==> config.mk <==
export PLATFORM = sky130hd
export DESIGN_NAME = seg7_scan_ctrl
export DESIGN_NICKNAME = d
export VERILOG_FILES = /design/src/rtl/seg7_scan_ctrl.sv
export SDC_FILE = /design/constraint.sdc
export NUM_CORES = 1
export LEC_CHECK = 0
export BUFFER_PORTS_ARGS = -buffer_cell sky130_fd_sc_hd__buf_2
export CORE_MARGIN = 3
export CORE_UTILIZATION = 35
export CTS_CLUSTER_DIAMETER = 80
export DETAILED_ROUTE_END_ITERATION = 6
export GPL_TIMING_DRIVEN = 0
export MAX_ROUTING_LAYER = met4
export SLEW_MARGIN = 10
export SYNTH_ARGS = -nofsm -noshare
export SYNTH_HDL_FRONTEND = slang
export SYNTH_SLANG_ARGS = --single-unit
==> constraint.sdc <==
create_clock -name clk -period 3.8 [get_ports clk]
set_input_delay 0.38 -clock clk [delete_from_list [all_inputs] [get_ports clk]]
set_output_delay 0.38 -clock clk [all_outputs]
set_load 0.05 [all_outputs]
==> src/rtl/seg7_scan_ctrl.sv <==
// seg7_scan_ctrl: time-multiplexed N-digit seven-segment scanner.
// Hex nibbles, decimal points and blank masks are staged on load and committed
// to the display register only at a frame boundary, so a frame never mixes old
// and new digits. Each digit slot begins with a short all-off interval, and a
// PWM window set by brightness limits how long the digit is lit.
module seg7_scan_ctrl #(
    parameter int NUM_DIGITS      = 4,
    parameter int CLK_FREQ_HZ     = 50000000,
    parameter int REFRESH_RATE_HZ = 1000,
    parameter int BRIGHT_BITS     = 4,
    parameter int BLANK_CYCLES    = 2,
    parameter bit SEG_ACTIVE_LOW  = 1'b1,
    parameter bit DIG_ACTIVE_LOW  = 1'b0
) (
    input  logic                    clk,
    input  logic                    rst,
    input  logic [4*NUM_DIGITS-1:0] data,
    input  logic [NUM_DIGITS-1:0]   dp_in,
    input  logic [NUM_DIGITS-1:0]   blank,
    input  logic                    load,
    input  logic [BRIGHT_BITS-1:0]  brightness,
    output logic [NUM_DIGITS-1:0]   dig,
    output logic [6:0]              abcdefg,
    output logic                    dp,
    output logic                    frame_done
);

    // Clock cycles spent on each digit, and the PWM step per brightness level.
    localparam int SLOT_COUNT = CLK_FREQ_HZ / (REFRESH_RATE_HZ * NUM_DIGITS);
    localparam int PWM_STEP   = SLOT_COUNT >> BRIGHT_BITS;
    localparam int CNT_W      = (SLOT_COUNT > 1) ? $clog2(SLOT_COUNT) : 1;
    localparam int IDX_W      = $clog2(NUM_DIGITS);

    localparam logic [CNT_W-1:0] CNT_LAST = CNT_W'(SLOT_COUNT - 1);
    localparam logic [IDX_W-1:0] IDX_LAST = IDX_W'(NUM_DIGITS - 1);

    // Pin levels for the "off" state, after polarity.
    localparam logic [NUM_DIGITS-1:0] DIG_OFF = DIG_ACTIVE_LOW ? {NUM_DIGITS{1'b1}} : '0;
    localparam logic [6:0]            SEG_OFF = SEG_ACTIVE_LOW ? 7'h7F : 7'h00;
    localparam logic                  DP_OFF  = SEG_ACTIVE_LOW;

    // Lit-segment pattern (bit6 = a ... bit0 = g), before polarity.
    function automatic logic [6:0] hex_decode(input logic [3:0] nib);
        logic [6:0] s;
        case (nib)
            4'h0:    s = 7'b1111110;
            4'h1:    s = 7'b0110000;
            4'h2:    s = 7'b1101101;
            4'h3:    s = 7'b1111001;
            4'h4:    s = 7'b0110011;
            4'h5:    s = 7'b1011011;
            4'h6:    s = 7'b1011111;
            4'h7:    s = 7'b1110000;
            4'h8:    s = 7'b1111111;
            4'h9:    s = 7'b1111011;
            4'hA:    s = 7'b1110111;
            4'hB:    s = 7'b0011111;
            4'hC:    s = 7'b1001110;
            4'hD:    s = 7'b0111101;
            4'hE:    s = 7'b1001111;
            default: s = 7'b1000111;
        endcase
        return s;
    endfunction

    // Scan position
    logic [CNT_W-1:0]        cnt_q, cnt_d;
    logic [IDX_W-1:0]        idx_q, idx_d;
    // Staging (written by load) and display (read by the scanner) registers
    logic                    pending_q, pending_d;
    logic [4*NUM_DIGITS-1:0] stg_data_q, stg_data_d;
    logic [NUM_DIGITS-1:0]   stg_dp_q, stg_dp_d;
    logic [NUM_DIGITS-1:0]   stg_blank_q, stg_blank_d;
    logic [4*NUM_DIGITS-1:0] dsp_data_q, dsp_data_d;
    logic [NUM_DIGITS-1:0]   dsp_dp_q, dsp_dp_d;
    logic [NUM_DIGITS-1:0]   dsp_blank_q, dsp_blank_d;
    // Registered pin drivers
    logic [NUM_DIGITS-1:0]   dig_q, dig_d;
    logic [6:0]              seg_q, seg_d;
    logic                    dp_q, dp_d;
    logic                    frame_done_q, frame_done_d;

    logic                    frame_end;
    logic                    active;
    logic [31:0]             on_limit;
    logic [3:0]              cur_nib;

    assign frame_end = (cnt_q == CNT_LAST) && (idx_q == IDX_LAST);

    // Slot counter and digit index: cnt wraps each slot, idx steps on each wrap.
    always_comb begin
        cnt_d = cnt_q + CNT_W'(1);
        idx_d = idx_q;
        if (cnt_q == CNT_LAST) begin
            cnt_d = '0;
            idx_d = (idx_q == IDX_LAST) ? '0 : idx_q + IDX_W'(1);
        end
    end

    // Staging capture (latest load wins) and frame-end commit, with a load in
    // the frame-end cycle bypassing straight into the display register.
    always_comb begin
        stg_data_d  = stg_data_q;
        stg_dp_d    = stg_dp_q;
        stg_blank_d = stg_blank_q;
        pending_d   = pending_q;
        dsp_data_d  = dsp_data_q;
        dsp_dp_d    = dsp_dp_q;
        dsp_blank_d = dsp_blank_q;
        if (load) begin
            stg_data_d  = data;
            stg_dp_d    = dp_in;
            stg_blank_d = blank;
            pending_d   = 1'b1;
        end
        if (frame_end) begin
            if (load) begin
                dsp_data_d  = data;
                dsp_dp_d    = dp_in;
                dsp_blank_d = blank;
            end else if (pending_q) begin
                dsp_data_d  = stg_data_q;
                dsp_dp_d    = stg_dp_q;
                dsp_blank_d = stg_blank_q;
            end
            pending_d = 1'b0;
        end
    end

    // Output decode for the current slot; registered so slot changes are glitch-free.
    always_comb begin
        on_limit = 32'(brightness) * 32'(PWM_STEP);
        cur_nib  = dsp_data_q[4*idx_q +: 4];
        active   = (32'(cnt_q) >= 32'(BLANK_CYCLES))
                && ((brightness == '1) || (32'(cnt_q) < on_limit))
                && !dsp_blank_q[idx_q];
        dig_d        = DIG_OFF;
        seg_d        = SEG_OFF;
        dp_d         = DP_OFF;
        frame_done_d = frame_end;
        if (active) begin
            dig_d = DIG_OFF ^ (NUM_DIGITS'(1) << idx_q);
            seg_d = SEG_OFF ^ hex_decode(cur_nib);
            dp_d  = DP_OFF ^ dsp_dp_q[idx_q];
        end
    end

    // State and output registers with synchronous reset.
    always_ff @(posedge clk) begin
        if (rst) begin
            cnt_q        <= '0;
            idx_q        <= '0;
            pending_q    <= 1'b0;
            stg_data_q   <= '0;
            stg_dp_q     <= '0;
            stg_blank_q  <= '0;
            dsp_data_q   <= '0;
            dsp_dp_q     <= '0;
            dsp_blank_q  <= '0;
            dig_q        <= DIG_OFF;
            seg_q        <= SEG_OFF;
            dp_q         <= DP_OFF;
            frame_done_q <= 1'b0;
        end else begin
            cnt_q        <= cnt_d;
            idx_q        <= idx_d;
            pending_q    <= pending_d;
            stg_data_q   <= stg_data_d;
            stg_dp_q     <= stg_dp_d;
            stg_blank_q  <= stg_blank_d;
            dsp_data_q   <= dsp_data_d;
            dsp_dp_q     <= dsp_dp_d;
            dsp_blank_q  <= dsp_blank_d;
            dig_q        <= dig_d;
            seg_q        <= seg_d;
            dp_q         <= dp_d;
            frame_done_q <= frame_done_d;
        end
    end

    assign dig        = dig_q;
    assign abcdefg    = seg_q;
    assign dp         = dp_q;
    assign frame_done = frame_done_q;

endmodule

==> summary.txt, run 1 <==
Synthesis
  – Synth cell types: 49
  – Ys flop type: dfxtp_1
  – Cell count after synthesis: 399
  – Cell Area, Synth: 4040 um2
  – Async SR Flop Fraction: 0%
  – Avg Synthesized Cell Area: 10.1 um2
  – Top-area cell type share of the netlist area: 38.7%
  – Compound-Gate Fraction of Synth Area: 13.9%
  – XOR/XNOR Fraction of Synth Area: 4.56%
  – Number of synthesized flops with an enable pin: 0
  – Main combinational cell family by area after synthesis: simple AND/OR/NAND/NOR gates
  – Post-synth net total: 469
  – Yosys warns: 0
  – Post-synthesis mux area share: 10.4%
  – FF+latch count, synth: 78
  – Cells taking the most area after synthesis: dfxtp_1 (39%), ha_1 (12%), a211oi_2 (7.4%)
  – Adder-cell share of the synthesized area: 12.3%
  – Register area share after synthesis: 38.7%
  – Post-Synth Simple-Gate Area: 16.1%
  – Top cell type by total area after synthesis: dfxtp_1

Drt
  – DRC viols: 0
  – Wire per inst: 14.4 um
  – First DRT Iteration DRCs: 94
  – Final ANT Viol Nets: 0
  – WL final: 8.60 mm
  – Routed vias/inst: 5.10
  – DR vias: 3038
  – Detailed Routing Iterations Pass 1: 4

Clock network
  – Latest clock arrival within the worst-skew pair: 0.33 ns
  – H-Tree Depth: 3
  – TritonCTS buffer count: 9
  – CTS tree: done
  – Clock slew at reported path FFs: 0.07 ns
  – Clock Sinks: 78
  – Buffers from clock root to sink, at most: 2
  – Root Buffer: clkbuf_16

Timing
  – Hold Violations, Final: 0
  – Slew headroom: 51.2%
  – Setup TNS Final: 0 ns
  – Fmax: 0.272 GHz
  – Fin. max-slew vios: 0
  – Final setup viols: 0
  – Clock Skew: 0.00708 ns
  – Period utilization: 96.9%
  – Fin Hold WS: 0.329 ns
  – Fin crit period: 3.68 ns
  – Setup slack after layout: 0.117 ns
  – Worst-margin pin slew: 0.732 ns

Cells and area
  – Util after Layout: 43.4%
  – Layout Nets: 521
  – Multi-input gate area: 2390 um2
  – Register area: 1560 um2
  – Final antenna diode count: 0
  – Number of fill cells: 1073
  – Synth-to-layout area growth: 18.6%
  – Layout cells sized above 1: 25.2%

Worst hold path
  – Hold depth: 3
  – Hold Path Class: input port to flip-flop

Die
  – Core Region: 11000 um2
  – Die area: 12900 um2
  – Rows: 38
  – Initial Util: 36.6%
  – Ports: 44
  – Die W: 113 um
  – Chip height: 113 um

Worst setup path
  – Slowest-stage cell, CP: a311oi_1
  – Crit path cell chain: buf_2 > inv_1 > ha_1 > inv_1 > ha_4 > ha_4 > a21o_1 > a31o_2 > a32oi_2 > nor4_1 > a311oi_1 > ha_1 > a21oi_1 > nand2_1 > a211o_1 > a31o_4 > nor4b_2
  – Worst Reg2Reg Path Length in Cells: 6
  – Worst Setup Path Type: input port to flip-flop
  – CP required: 4.04 ns
  – CP max stage delay: 0.36 ns
  – Crit path depth: 17
  – Worst path bufs/invs: 3
  – Startpoint types: input port
  – Crit path max-delay family: compound AO/OA/AOI/OAI gates
  – CP endpoint kind: flip-flop
  – Crit path arrival time: 3.92 ns
  – CP max FO: 5

Placed design
  – Pre-CTS WS: -0.617 ns
  – RePlAce Congestion: 0.856
  – Input/output buffers: 41
  – Half-perimeter wire length after placement: 6.56 mm

Global route
  – Initial antenna violation count: 0
  – Vias in the first global route: 2992
  – GR Util All Layers: 14.5%
  – Pin count of the biggest net entering global routing: 17
  – GRT overflow: 0
  – First-pass GRT wire length: 14.4 mm

Power and ir drop
  – Max IR drop VDD: 0.233 mV
  – Pwr Total: 0.00195 W
  – Leak Pwr: 1.96 nW
  – P per Cell Area: 407 nW/um2

Run
  – Total of max-cap violations: 0

Status
  – Status: finished clean
[state kept, by name, summed over array words and instances (netlist names)]
signal	cells
dsp_blank_q	4
frame_done	1
stg_data_q	16
dsp_data_q	16
stg_blank_q	4
abcdefg	7
stg_dp_q	4
cnt_q	14
dp	1
dsp_dp_q	4
pending_q	1
idx_q	2
dig	4
[layout by cell type, fill, tap and decap left out, drive strengths merged, types with 3 or more instances in the layout]
| master | n |
|---|---|
| xnor2 | 10 |
| o21ai | 3 |
| and4 | 3 |
| ha | 38 |
| mux4 | 6 |
| nand2b | 3 |
| dfxtp | 78 |
| xor2 | 11 |
| clkbuf | 18 |
| a21o | 3 |
| or2 | 3 |
| buf | 52 |
| nand4 | 5 |
| nor4b | 3 |
| mux2i | 26 |
| nor2b | 5 |
| a211o | 3 |
| nor2 | 72 |
| inv | 18 |
| a21oi | 11 |
| nor3 | 3 |
| a211oi | 26 |
| nor4 | 4 |
| nand3 | 12 |
| nand2 | 11 |
[worst paths after layout]
| check | start | endpoint | slack (ns) |
|---|---|---|---|
| max reg2reg | cnt_q[10] | dsp_data_q[0] | 1.47 |
| min reg2reg | cnt_q[0] | cnt_q[0] | 0.50 |
| max | brightness[2] | dig[1] | 0.12 |
| min | data[8] | stg_data_q[8] | 0.33 |
[per-stage QoR]
step / cell area [um2] / instances
detailed placement: 4420 / 580
floorplan: 4040 / 399
global route: 4790 / 596
CTS: 4730 / 597
finish: 4790 / 596
global placement: 4420 / 580
[power breakdown]
group | internal (W) | switching, W
Clock | 0.000457 | 0.000368
Sequential | 0.000845 | 0.00000972
Combinational | 0.000103 | 0.000166
[worst reg2reg max path: stages (launching register included)]
cell and delay [ns]:
dfxtp_1 0.36, or4_4 0.57, nor4_4 0.52, and3b_4 0.32, buf_6 0.15, buf_6 0.18, a211oi_2 0.09
[timing repair]
action,CTS,global route
pin swaps,3,5
setup endpoints to repair,12,12
buffers inserted,1,0
hold buffers,0,0
resized for setup,3,9
[kinds of logic after synthesis]
kind of cell / Yosys count
compound gates: 61
fa+ha+maj: 39
xor+xnor: 21
buf+inv: 34
flops: 78
mux: 34
simple gates: 132
[routing by layer]
metal  GRT usage [%]  vias up  routed length, um
met5               -        -                  0
met4            5.05        0                 92
met3            3.34        4                276
met2            22.3       44               4010
met1            18.7     1445               4220
li1                -     1545                  -
[final cells by class]
class	count	area share, %
inverter	14	1.10
clock buffer	9	4.70
sequential	78	32.6
buffer	19	2.33
clock inverter	7	1.33
tap	140	3.66
multi-input combinational	287	49.8
timing repair buffer	42	4.44
[cell usage after synthesis, drive strengths merged, types with 6 or more instances]
master and n:
dfxtp 78, nor2 72, ha 38, a211oi 26
mux2i 26, inv 14, nand3 12, a21oi 11
nand2 11, xor2 11, buf 10, clkbuf 10
xnor2 10, mux4 6
(Power assumes the default switching activity.)
==> inputs of run 2 (changes only) <==
--- a/config.mk
+++ b/config.mk
@@ -5,11 +5,11 @@
 export SDC_FILE = /design/constraint.sdc
 export NUM_CORES = 1
 export LEC_CHECK = 0
-export BUFFER_PORTS_ARGS = -buffer_cell sky130_fd_sc_hd__buf_2
 export CORE_MARGIN = 3
 export CORE_UTILIZATION = 35
 export CTS_CLUSTER_DIAMETER = 80
 export DETAILED_ROUTE_END_ITERATION = 6
+export DONT_BUFFER_PORTS = 1
 export GPL_TIMING_DRIVEN = 0
 export MAX_ROUTING_LAYER = met4
 export SLEW_MARGIN = 10
==> summary.txt, run 2 (synthesis gave the netlist of run 1 again) <==
Worst setup path
  – Startpoint types: input port
  – Worst Reg2Reg Path Length in Cells: 6
  – Reg-to-reg endpoint: dsp_dp_q[2]
  – Slowest-stage cell, CP: ha_1
  – Crit path max-delay family: compound AO/OA/AOI/OAI gates
  – CP max FO: 5
  – Worst Setup EP: dig[1]
  – CP max stage delay: 0.38 ns
  – R2R setup slack: 1.47 ns
  – Critical Path Source: brightness[2]
  – Worst path bufs/invs: 2
  – Crit-path most repeated cell: ha_1
  – CP required: 4.03 ns
  – FF-to-FF Start: cnt_q[10]
  – Crit path depth: 16
  – Worst Setup Path Type: input port to flip-flop
  – Crit path arrival time: 3.82 ns
  – Crit path cell chain: inv_1 > ha_1 > inv_1 > ha_1 > ha_1 > a21o_1 > a31o_2 > a32oi_2 > nor4_1 > a311oi_1 > ha_1 > a21oi_1 > nand2_1 > a211o_1 > a31o_2 > nor4b_1
  – CP endpoint kind: flip-flop

Status
  – Status: finished clean

Die
  – Core Region: 11000 um2
  – Initial Util: 36.6%
  – Die area: 12900 um2
  – Chip height: 113 um
  – Ports: 44
  – Die W: 113 um
  – Rows: 38

Cells and area
  – Synth-to-layout area growth: 11.9%
  – Number of fill cells: 1072
  – Final antenna diode count: 0
  – Layout Nets: 480
  – Most frequent cells in the layout: dfxtp_1 (78), nor2_1 (72), ha_1 (38)
  – Largest registers: dsp_data_q: 16 flops, stg_data_q: 16 flops, cnt_q: 14 flops
  – Commonest non-fill, non-tap cell in the layout: dfxtp_1
  – Layout cells sized above 1: 16.1%

Clock network
  – Clock slew at reported path FFs: 0.07 ns
  – Clock Sinks: 78
  – CTS tree: done
  – Latest clock arrival within the worst-skew pair: 0.34 ns
  – Root Buffer: clkbuf_16
  – TritonCTS buffer count: 9
  – CTS Hold Buffers Added: 0
  – Buffers from clock root to sink, at most: 2
  – H-Tree Depth: 3

Worst hold path
  – Hold depth: 2
  – Hold Path Class: input port to flip-flop

Timing
  – Fin. max-slew vios: 0
  – Fin crit period: 3.60 ns
  – Clock Skew: 0.00627 ns
  – Hold Violations, Final: 0
  – Fmax: 0.278 GHz
  – Period utilization: 94.7%
  – Setup slack after layout: 0.201 ns
  – Final setup viols: 0
  – RSZ-0062 raised after global routing: false
  – Setup TNS Final: 0 ns
  – Worst-margin pin slew: 0.790 ns
  – Slew headroom: 46.8%

Placed design
  – Pre-CTS WS: -0.300 ns
  – Half-perimeter wire length after placement: 6.17 mm
  – Input/output buffers: 0
  – RePlAce Congestion: 0.812

Drt
  – Final ANT Viol Nets: 0
  – Detailed Routing Iterations Pass 1: 4
  – Routed vias/inst: 5.15
  – DRC viols: 0
  – WL final: 8.30 mm
  – Wire per inst: 14.9 um
  – First DRT Iteration DRCs: 151
  – DR vias: 2861

Run
  – Total of max-cap violations: 0

Power and ir drop
  – Leak Pwr: 1.79 nW
  – Max IR drop VDD: 0.255 mV
  – P per Cell Area: 417 nW/um2

Global route
  – First-pass GRT wire length: 14.0 mm
  – GR Util All Layers: 14.3%
  – Pin count of the biggest net entering global routing: 16
  – Vias in the first global route: 2807
  – Initial antenna violation count: 0
  – GRT overflow: 0
-- run 2: cell count changes in the layout (fill, tap and decap cells not counted), sizes merged --
cell,delta
buf,-42
clkbuf,+1
clkinv,+3
clkinvlp,-1
inv,-2
-- run 2: worst min-delay path by stage --
stage / startpoint / to / slack [ns]
global placement: cnt_q[0] / cnt_q[0] / 0.48
floorplan: cnt_q[0] / cnt_q[0] / 0.44
CTS: dp_in[2] / stg_dp_q[2] / 0.23
finish: data[5] / stg_data_q[5] / 0.24
global route: data[12] / stg_data_q[12] / 0.24
detailed placement: cnt_q[0] / cnt_q[0] / 0.49
-- run 2: layout make-up --
| cell class | instances | area (um2) | share of cell area [%] |
|---|---|---|---|
| buffer | 20 | 115 | 2.55 |
| clock buffer | 9 | 225 | 4.98 |
| clock inverter | 7 | 58.8 | 1.30 |
| inverter | 14 | 52.6 | 1.16 |
| multi-input combinational | 287 | 2330 | 51.6 |
| sequential | 78 | 1560 | 34.6 |
| tap | 140 | 175 | 3.88 |
-- run 2: per-stage QoR --
| stage | cell area [um2] | total power [W] | instances | hold slack [ns] | util [%] |
|---|---|---|---|---|---|
| 3_3_place_gp | 4210 | 0.00109 | 539 | 0.476 | 38.2 |
| 6_report | 4520 | 0.00188 | 555 | 0.239 | 41.0 |
| 4_1_cts | 4500 | 0.00191 | 555 | 0.229 | 40.8 |
| 5_1_grt | 4520 | 0.00198 | 555 | 0.243 | 41.0 |
| 2_1_floorplan | 4040 | 0.00106 | 399 | 0.444 | - |
| 3_5_place_dp | 4210 | 0.00110 | 539 | 0.486 | 38.2 |
-- run 2: repair_timing --
action | in CTS | in global routing
buffers inserted | 0 | 0
gates resized for setup | 0 | 3
endpoints found under the setup margin | 0 | 11
-- run 2: power by group --
part / total, W / internal [W] / switching (W) / leakage (nW)
registers: 0.000889 / 0.000846 / 0.0000433 / 0.636
logic: 0.000192 / 0.0000788 / 0.000113 / 1.01
clock network: 0.000801 / 0.000451 / 0.000351 / 0.138
-- run 2: metal layers --
layer / up-vias / global-route usage [%] / part of all wire, %
met3: 6 / 4.67 / 5.0
met1: 1355 / 18.8 / 47
li1: 1440 / - / -
met4: 0 / 3.85 / 1.1
met2: 60 / 21.2 / 47
met5: - / - / 0
